==> config.mk <==
export PLATFORM = sky130hd
export DESIGN_NAME = button_repeat_ctrl
export DESIGN_NICKNAME = d
export VERILOG_FILES = /design/src/rtl/button_repeat_ctrl.sv
export SDC_FILE = /design/constraint.sdc
export NUM_CORES = 1
export LEC_CHECK = 0
export BUFFER_PORTS_ARGS = -buffer_cell sky130_fd_sc_hd__buf_4
export CAP_MARGIN = 20
export CORE_UTILIZATION = 25
export CTS_BUF_LIST = sky130_fd_sc_hd__clkbuf_4
export DETAILED_ROUTE_END_ITERATION = 6
export PLACE_DENSITY_LB_ADDON = 0.15
export SLEW_MARGIN = 20
export SYNTH_ARGS = -nofsm -noshare
export SYNTH_HDL_FRONTEND = slang
export SYNTH_SLANG_ARGS = --single-unit
==> constraint.sdc <==
create_clock -name clk -period 3.02 [get_ports clk]
set_input_delay 0.302 -clock clk [delete_from_list [all_inputs] [get_ports clk]]
set_output_delay 0.302 -clock clk [all_outputs]
set_load 0.01 [all_outputs]
==> src/rtl/button_repeat_ctrl.sv <==
`default_nettype none
// ============================================================================
//  Module   : button_repeat_ctrl
//  Brief    : Synchronises and debounces two raw push-buttons, arbitrates
//             between them and emits one-cycle inc/dec command pulses with
//             hold-to-repeat behaviour.
//  Revision : 1.0 - initial release
// ============================================================================
module button_repeat_ctrl #(
    parameter int DEBOUNCE_CYCLES = 4,
    parameter int HOLD_CYCLES     = 8,
    parameter int REPEAT_CYCLES   = 3
) (
    input  logic clk,
    input  logic reset,
    input  logic btn_up,
    input  logic btn_down,
    output logic inc_pulse,
    output logic dec_pulse,
    output logic repeating,
    output logic locked
);

    localparam int DB_W    = (DEBOUNCE_CYCLES > 2) ? $clog2(DEBOUNCE_CYCLES) : 1;
    localparam int TMR_MAX = (HOLD_CYCLES > REPEAT_CYCLES) ? HOLD_CYCLES : REPEAT_CYCLES;
    localparam int TMR_W   = (TMR_MAX > 2) ? $clog2(TMR_MAX) : 1;

    localparam logic [DB_W-1:0]  DB_LAST     = DB_W'(DEBOUNCE_CYCLES - 1);
    localparam logic [TMR_W-1:0] HOLD_LAST   = TMR_W'(HOLD_CYCLES - 1);
    localparam logic [TMR_W-1:0] REPEAT_LAST = TMR_W'(REPEAT_CYCLES - 1);

    typedef enum logic [1:0] {
        S_IDLE    = 2'd0,
        S_HOLD    = 2'd1,
        S_REPEAT  = 2'd2,
        S_LOCKOUT = 2'd3
    } state_t;

    typedef enum logic {
        DIR_UP   = 1'b0,
        DIR_DOWN = 1'b1
    } dir_t;

    // Bit 0 = up button, bit 1 = down button
    logic [1:0] raw;
    logic [1:0] s1_q;
    logic [1:0] s2_q;
    logic [1:0] db_q;

    assign raw = {btn_down, btn_up};

    generate
        for (genvar b = 0; b < 2; b++) begin : g_btn
            logic [DB_W-1:0] cnt_q;

            // Two-flop synchroniser followed by a counter that flips the
            // debounced level once the input has disagreed for DEBOUNCE_CYCLES
            always_ff @(posedge clk or negedge reset) begin
                if (!reset) begin
                    s1_q[b] <= 1'b0;
                    s2_q[b] <= 1'b0;
                    db_q[b] <= 1'b0;
                    cnt_q   <= '0;
                end else begin
                    s1_q[b] <= raw[b];
                    s2_q[b] <= s1_q[b];
                    if (s2_q[b] != db_q[b]) begin
                        if (cnt_q == DB_LAST) begin
                            db_q[b] <= ~db_q[b];
                            cnt_q   <= '0;
                        end else begin
                            cnt_q <= cnt_q + 1'b1;
                        end
                    end else begin
                        cnt_q <= '0;
                    end
                end
            end
        end
    endgenerate

    logic db_up;
    logic db_down;
    assign db_up   = db_q[0];
    assign db_down = db_q[1];

    state_t             state_q, state_d;
    dir_t               dir_q, dir_d;
    logic [TMR_W-1:0]   timer_q, timer_d;
    logic               inc_q, inc_d;
    logic               dec_q, dec_d;
    logic               act;
    logic               oth;
    logic [TMR_W-1:0]   limit;

    // Control state, direction, repeat timer and registered pulses
    always_ff @(posedge clk or negedge reset) begin
        if (!reset) begin
            state_q <= S_IDLE;
            dir_q   <= DIR_UP;
            timer_q <= '0;
            inc_q   <= 1'b0;
            dec_q   <= 1'b0;
        end else begin
            state_q <= state_d;
            dir_q   <= dir_d;
            timer_q <= timer_d;
            inc_q   <= inc_d;
            dec_q   <= dec_d;
        end
    end

    // Next-state logic; conflict beats release, release beats timer expiry
    always_comb begin
        state_d = state_q;
        dir_d   = dir_q;
        timer_d = timer_q;
        inc_d   = 1'b0;
        dec_d   = 1'b0;
        act     = (dir_q == DIR_UP) ? db_up   : db_down;
        oth     = (dir_q == DIR_UP) ? db_down : db_up;
        limit   = (state_q == S_HOLD) ? HOLD_LAST : REPEAT_LAST;

        case (state_q)
            S_IDLE: begin
                if (db_up && db_down) begin
                    state_d = S_LOCKOUT;
                    timer_d = '0;
                end else if (db_up) begin
                    inc_d   = 1'b1;
                    dir_d   = DIR_UP;
                    timer_d = '0;
                    state_d = S_HOLD;
                end else if (db_down) begin
                    dec_d   = 1'b1;
                    dir_d   = DIR_DOWN;
                    timer_d = '0;
                    state_d = S_HOLD;
                end
            end
            S_HOLD, S_REPEAT: begin
                if (oth) begin
                    state_d = S_LOCKOUT;
                    timer_d = '0;
                end else if (!act) begin
                    state_d = S_IDLE;
                    timer_d = '0;
                end else if (timer_q == limit) begin
                    inc_d   = (dir_q == DIR_UP);
                    dec_d   = (dir_q == DIR_DOWN);
                    timer_d = '0;
                    state_d = S_REPEAT;
                end else begin
                    timer_d = timer_q + 1'b1;
                end
            end
            S_LOCKOUT: begin
                if (!db_up && !db_down) begin
                    state_d = S_IDLE;
                    timer_d = '0;
                end
            end
            default: begin
                state_d = S_IDLE;
                timer_d = '0;
            end
        endcase
    end

    assign inc_pulse = inc_q;
    assign dec_pulse = dec_q;
    assign repeating = (state_q == S_REPEAT);
    assign locked    = (state_q == S_LOCKOUT);

endmodule
`default_nettype wire

==> key figures, run 1 <==
Detailed routing
  – Post-DRT Antenna Nets: 0
  – DRC: 0
  – DR vias: 584
  – Total Wirelength: 1501 µm
  – 1st-iter DRT viols: 18
  – DR pass1 iterations: 4
  – Vias per cell: ~4.3
  – DR WL/cell: around 11 µm

STA
  – Fmax: 556.5 MHz
  – Tmin final: 1.797 ns
  – Worst slew pin tran: 0.4683 ns
  – Clock skew: ~0.00056 ns
  – Tcrit/Tclk final: 59.50%
  – Rel. slew slack: between 60% and 70%
  – Pins over their slew limit: 0
  – Final setup fails: 0
  – Setup TNS: 0 ns
  – Endpoints failing hold: 0
  – RSZ-0062 raised after global routing: false

Setup path
  – CP Max Fanout: 5
  – Max incr delay on CP: around 0.40 ns
  – Critical path capture point type: flop
  – Reg2reg end: timer_q[1]
  – R2r setup slk: roughly 1.2 ns
  – R2r worst-path depth: 6
  – CP max-delay cell: dfrtp_1
  – Crit path DAT: between 1.5 and 2 ns
  – Crit-path cells: inv_1 -> ha_1 -> and4b_1 -> a31oi_1 -> or2_2 -> o22ai_1
  – Startpoint types: flop
  – Worst reg2reg path startpoint: state_q[0]
  – Data required, critical path: approximately 3.2 ns
  – CP Class: reg -> reg

Status
  – Outcome: finished, final reports clean

Finish
  – Layout cell share with drive strength beyond 1: 18.89%
  – Fill cell count: 360
  – Reg area: 450.4 µm²
  – Area growth syn-to-layout: 16.16%
  – Post-route cell area: 1052 µm²
  – Net count, final: 106
  – Area of the multi-input gates: 429.2 µm²
  – ANT cells: 0

Min path
  – Tightest Hold Check Type: in -> reg
  – Hold Path Depth: 1
  – Hold Crit Start: btn_up
  – Hold path endpoint: s1_q[0]

Logic synthesis
  – YS warnings: 0
  – EDFF count, synth: 0
  – Post-Synthesis Cells: 78
  – Area leader, netlist: dfrtp_1
  – Area contributors post-synth: dfrtp_1 50%, ha_1 15%, inv_1 2.9%
  – Syn Nets: 93
  – Syn Area/Cell: 11.61 µm²
  – Post-synth ARST share: 100.0%
  – Seq/Total Area, Yosys: just under 50%
  – Most numerous cell in the Yosys netlist: dfrtp_1
  – Top cells by count, synth: 18 x dfrtp_1, 11 x ha_1, 7 x inv_1
  – Yosys reg bits: 18
  – Synth cell types: 29
  – Post-synth top flop: dfrtp_1
  – Share of the synthesized area in the top cell type: 49.72%
  – Mapped cell area: 905.9 µm²

Global route
  – First-pass GRT wire length: 2628 µm
  – GRT Total Usage: 8.779%
  – Vias in the first global route: 594
  – Initial antenna violation count: 0
  – Grt total ovfl: 0
  – Largest net degree at the start of global routing: 19

Die
  – DIE HEIGHT: 62.20 µm
  – Site row count: 21
  – Die area: roughly 3900 µm²
  – Initial Util: 26.52%
  – Ports: 8
  – Core area: 3416 µm²
  – Die W: approximately 62 µm

Power
  – Max VDD drop: 0.0002524 V
  – P_leak: 0.4888 nW
  – Power Density: 871.1 nW/µm²

Clocking
  – H-tree lvl count: 1
  – Worst-case clock buffer depth: 2
  – CTS Buf Count: 3
  – CTS sink count: 18
  – Register clock-pin slew on the reported worst setup and hold paths: 0.10 ns
  – Worst skew pair latency: 0.29 ns
  – CTS tree: done
  – Post-CTS setup buffer count: 0
  – Root buf cell: clkbuf_4

Placement
  – Placed cell areas: 1016 µm²
  – PortBufs: 7
  – GP Congestion: 0.7551
  – Detailed Place HPWL: 1129 µm

Flow run
  – Maxcap violations: 0
[where the power goes]
group	internal, mW	switching [mW]
registers	0.311	0.0601
logic	0.207	0.215
clock network	0.0480	0.0750
total	0.566	0.351
[cells by family (layout without fill, tap and decap cells)]
logic type / Yosys count / in the layout / synth area share, %
flip-flops: 18 / 18 / 49.72
multiplexers: 3 / 3 / 3.453
adder cells (fa/ha/maj): 11 / 11 / 15.19
AO/OA/AOI/OAI: 17 / 17 / 13.81
buffers and inverters: 7 / 19 / 2.901
AND/OR/NAND/NOR: 20 / 20 / 12.98
XOR/XNOR: 2 / 2 / 1.934
[layout by cell type, fill, tap and decap left out, drive strengths merged, types with 2 or more instances in the layout]
master,Yosys,routed
mux2i,2,2
nand3b,2,2
dfrtp,18,18
a31oi,2,2
nand2,6,6
nor2b,2,2
inv,7,7
o21ai,4,4
nor3,2,2
ha,11,11
clkbuf,0,3
buf,0,7
xnor2,2,2
a21oi,5,5
[worst max path at each step]
stage,from,to,slack (ns)
2_1_floorplan,state_q[0],timer_q[0],1.44
3_3_place_gp,state_q[0],timer_q[0],1.22
3_5_place_dp,state_q[0],timer_q[0],1.24
4_1_cts,state_q[0],timer_q[0],1.20
5_1_grt,state_q[0],timer_q[0],1.10
6_report,state_q[0],timer_q[1],1.22
[per-stage QoR]
step                      total power [mW]  utilization [%]  cells  setup slack, ns  hold slack (ns)
after global routing                 1.018            30.81    136            1.099          0.07589
final                               0.9166            30.81    136            1.223           0.1088
after global placement              0.8045            29.74    131            1.219           0.1871
after floorplan                     0.7013                -     78            1.444         0.006409
after CTS                           0.9412            30.81    136            1.204          0.08598
after detailed placement            0.8058            29.74    131            1.239           0.1898
[flip-flops by register name, summed over array words and instances (netlist names)]
name         flops
s2_q             2
inc_pulse        1
db_up            1
state_q          2
db_down          1
dec_pulse        1
g_btn.cnt_q      4
s1_q             2
timer_q          3
dir_q            1
[per-layer routing]
layer / vias to the layer above / routed length, µm / global-route usage, %
li1: 298 / - / -
met1: 275 / 728 / 10.86
met2: 9 / 710 / 14.15
met3: 2 / 45 / 3.309
met4: 0 / 17 / 2.616
met5: - / 0 / 0
[worst max-delay path: cells and delay by family (launching register included)]
kind	cells	cell delay, ns
buf+inv	1	0.09
flops	1	0.40
compound gates	2	0.46
simple gates	2	0.40
fa+ha+maj	1	0.34
[what timing repair did]
| action | 4_1_cts | 5_1_grt |
|---|---|---|
| hold buffers | 1 | 0 |
| gates resized for setup | 0 | 0 |
| endpoints found under the hold margin | 18 | 0 |
| endpoints found under the setup margin | 0 | 0 |
[final cells by class]
class,count,area share (%)
clock buffers,3,2.140
clock inverters,1,0.3567
inverters,7,2.497
multi-input cells,53,40.78
flip-flops and latches,18,42.81
well taps,46,5.470
repair buffers,8,5.945
No activity file was read; power rests on OpenSTA's default activity.
==> inputs of run 2 (changes only) <==
- clock period: 3.02 -> 1.5 ns (I/O delays scaled with it)
==> key figures, run 2 (synthesis results as in run 1) <==
Detailed routing
  – Total Wirelength: around 1700 µm
  – Post-DRT Antenna Nets: 0
  – DR vias: 662
  – DR pass1 iterations: 3
  – Vias per cell: 4.271
  – DRC: 0
  – 1st-iter DRT viols: 17
  – DR WL/cell: 11.26 µm

Placement
  – Detailed Place HPWL: ~1300 µm
  – PortBufs: 7
  – Placed cells: 144
  – GP Congestion: 0.7350

Setup path
  – Crit path buf inv count: 0
  – R2r setup slk: -0.11 ns
  – Crit path DAT: about 1.8 ns
  – Crit-path cells: ha_4 -> or3_4 -> a2111o_1 -> a21oi_2
  – R2r worst-path depth: 4
  – CP Class: reg -> reg
  – Crit-path leading delay family: compound AO/OA/AOI/OAI gates
  – Reg2reg end: dec_pulse
  – CP max-delay cell: dfrtp_2
  – Stages on the worst setup path: 4
  – Critical path capture point type: flop
  – Worst reg2reg path startpoint: state_q[0]
  – Max incr delay on CP: 0.46 ns
  – Data required, critical path: 1.72 ns
  – CP Max Fanout: 3
  – Startpoint types: flop

Global route
  – Met2 usage: 17.17%
  – GRT Total Usage: 10.42%
  – First-pass GRT wire length: 3215 µm
  – Initial antenna violation count: 0
  – Met3 Usage GRT: between 4 and 5%
  – Vias in the first global route: 665
  – Most Crowded Layer GR: met2
  – GRT met1 Usage: 12.59%
  – Largest net degree at the start of global routing: 19
  – Grt total ovfl: 0

Clocking
  – Root buf cell: clkbuf_4
  – Register clock-pin slew on the reported worst setup and hold paths: ~0.10 ns
  – CTS tree: done
  – Worst skew pair latency: 0.28 ns
  – H-tree lvl count: 1
  – CTS sink count: 18
  – Worst-case clock buffer depth: 2
  – CTS Buf Count: 3

Finish
  – Largest regs: g_btn.cnt_q (4), timer_q (3)
  – Commonest cells after routing, fill and taps aside: 20 x buf_4, 17 x dfrtp_1, 7 x ha_1
  – Net count, final: 125
  – Commonest non-fill, non-tap cell in the layout: buf_4
  – Largest register by flop count: g_btn.cnt_q
  – Layout cell share with drive strength beyond 1: 42.20%
  – Layout Cells excl Fill: 155
  – Number of flip-flops in the largest register: 4
  – ANT cells: 0
  – Area growth syn-to-layout: 44.61%

STA
  – RSZ-0062 raised after global routing: true
  – Rel. slew slack: 78.03%
  – Pins over their slew limit: 0
  – Final setup fails: 8
  – Tmin final: 1.609 ns
  – Worst slew pin tran: 0.3293 ns
  – WHS: 0.2513 ns
  – Fmax: between 600 and 700 MHz
  – Tcrit/Tclk final: 107.3%
  – Endpoints failing hold: 0
  – Worst Slack Setup Final: -0.1094 ns
  – Clock skew: 0.002270 ns

Power
  – Max VDD drop: 0.0006864 V
  – P_leak: 0.5929 nW
  – Power Density: ~1800 nW/µm²

Status
  – Outcome: complete, but fails checks
  – Violated checks: setup timing

Die
  – Die area: 3868 µm²
  – Site row count: 21
  – DIE HEIGHT: 62.20 µm
  – Die W: 62.20 µm
  – Core area: approximately 3400 µm²
  – Initial Util: 26.52%
  – Ports: 8

Min path
  – Tightest Hold Check Type: in -> async

Flow run
  – Maxcap violations: 0
[run 2: cell count changes in the layout (fill, tap and decap cells not counted), moves of 2 or more]
cell,previous run,this run
buf_4,7,20
buf_6,0,4
ha_1,11,7
ha_4,0,4
dlygate4sd3_1,1,3
inv_1,7,5
inv_2,0,2
[run 2: worst max-delay path by stage]
stage,startpoint,slack (ns),endpoint
6_report,state_q[0],-0.11,dec_pulse
5_1_grt,state_q[0],-0.17,dec_pulse
4_1_cts,state_q[0],-0.11,dec_pulse
3_5_place_dp,state_q[0],-0.12,dec_pulse
3_3_place_gp,state_q[0],-0.10,dec_pulse
2_1_floorplan,state_q[0],-0.03,dec_pulse
[run 2: layout make-up]
type                       instances  area (µm²)
timing repair buffer              27       225.2
multi-input combinational         53       523.0
fill                             354        2106
inverter                           7       26.28
sequential                        18       451.7
clock buffer                       3       22.52
clock inverter                     1       3.754
tap                               46       57.56
[run 2: metal layers]
metal / wire length [µm] / share of wire, %
met1: 827 / 47
met2: 821 / 47
met3: 60 / 3.4
met4: 38 / 2.2
met5: 0 / 0
[run 2: timing repair]
item | CTS | global route
hold buffers | 3 | 0
hold endpoints to repair | 20 | 0
setup buffers | 2 | 2
pin swaps | 4 | 3
gates resized for setup | 7 | 11
cloned | 0 | 0
setup endpoints to repair | 8 | 8
[run 2: per-stage QoR]
step | cell area [µm²] | setup WS (ns) | utilization [%] | setup TNS [ns] | power, mW
CTS | 1242 | -0.1053 | 36.37 | -0.4851 | 2.306
global route | 1310 | -0.1684 | 38.35 | -1.018 | 2.665
detailed placement | 1135 | -0.1202 | 33.22 | -0.6311 | 1.947
global placement | 1135 | -0.1027 | 33.22 | -0.4294 | 1.924
floorplan | 927.1 | -0.03375 | - | -0.1084 | 1.477
finish | 1310 | -0.1094 | 38.35 | -0.5145 | 2.418
[run 2: where the power goes]
group / leakage, nW / internal (mW) / total, mW / switching, mW
Sequential: 0.226 / 0.629 / 0.719 / 0.0905
Combinational: 0.352 / 0.794 / 1.46 / 0.665
Clock: 0.0154 / 0.0966 / 0.240 / 0.143
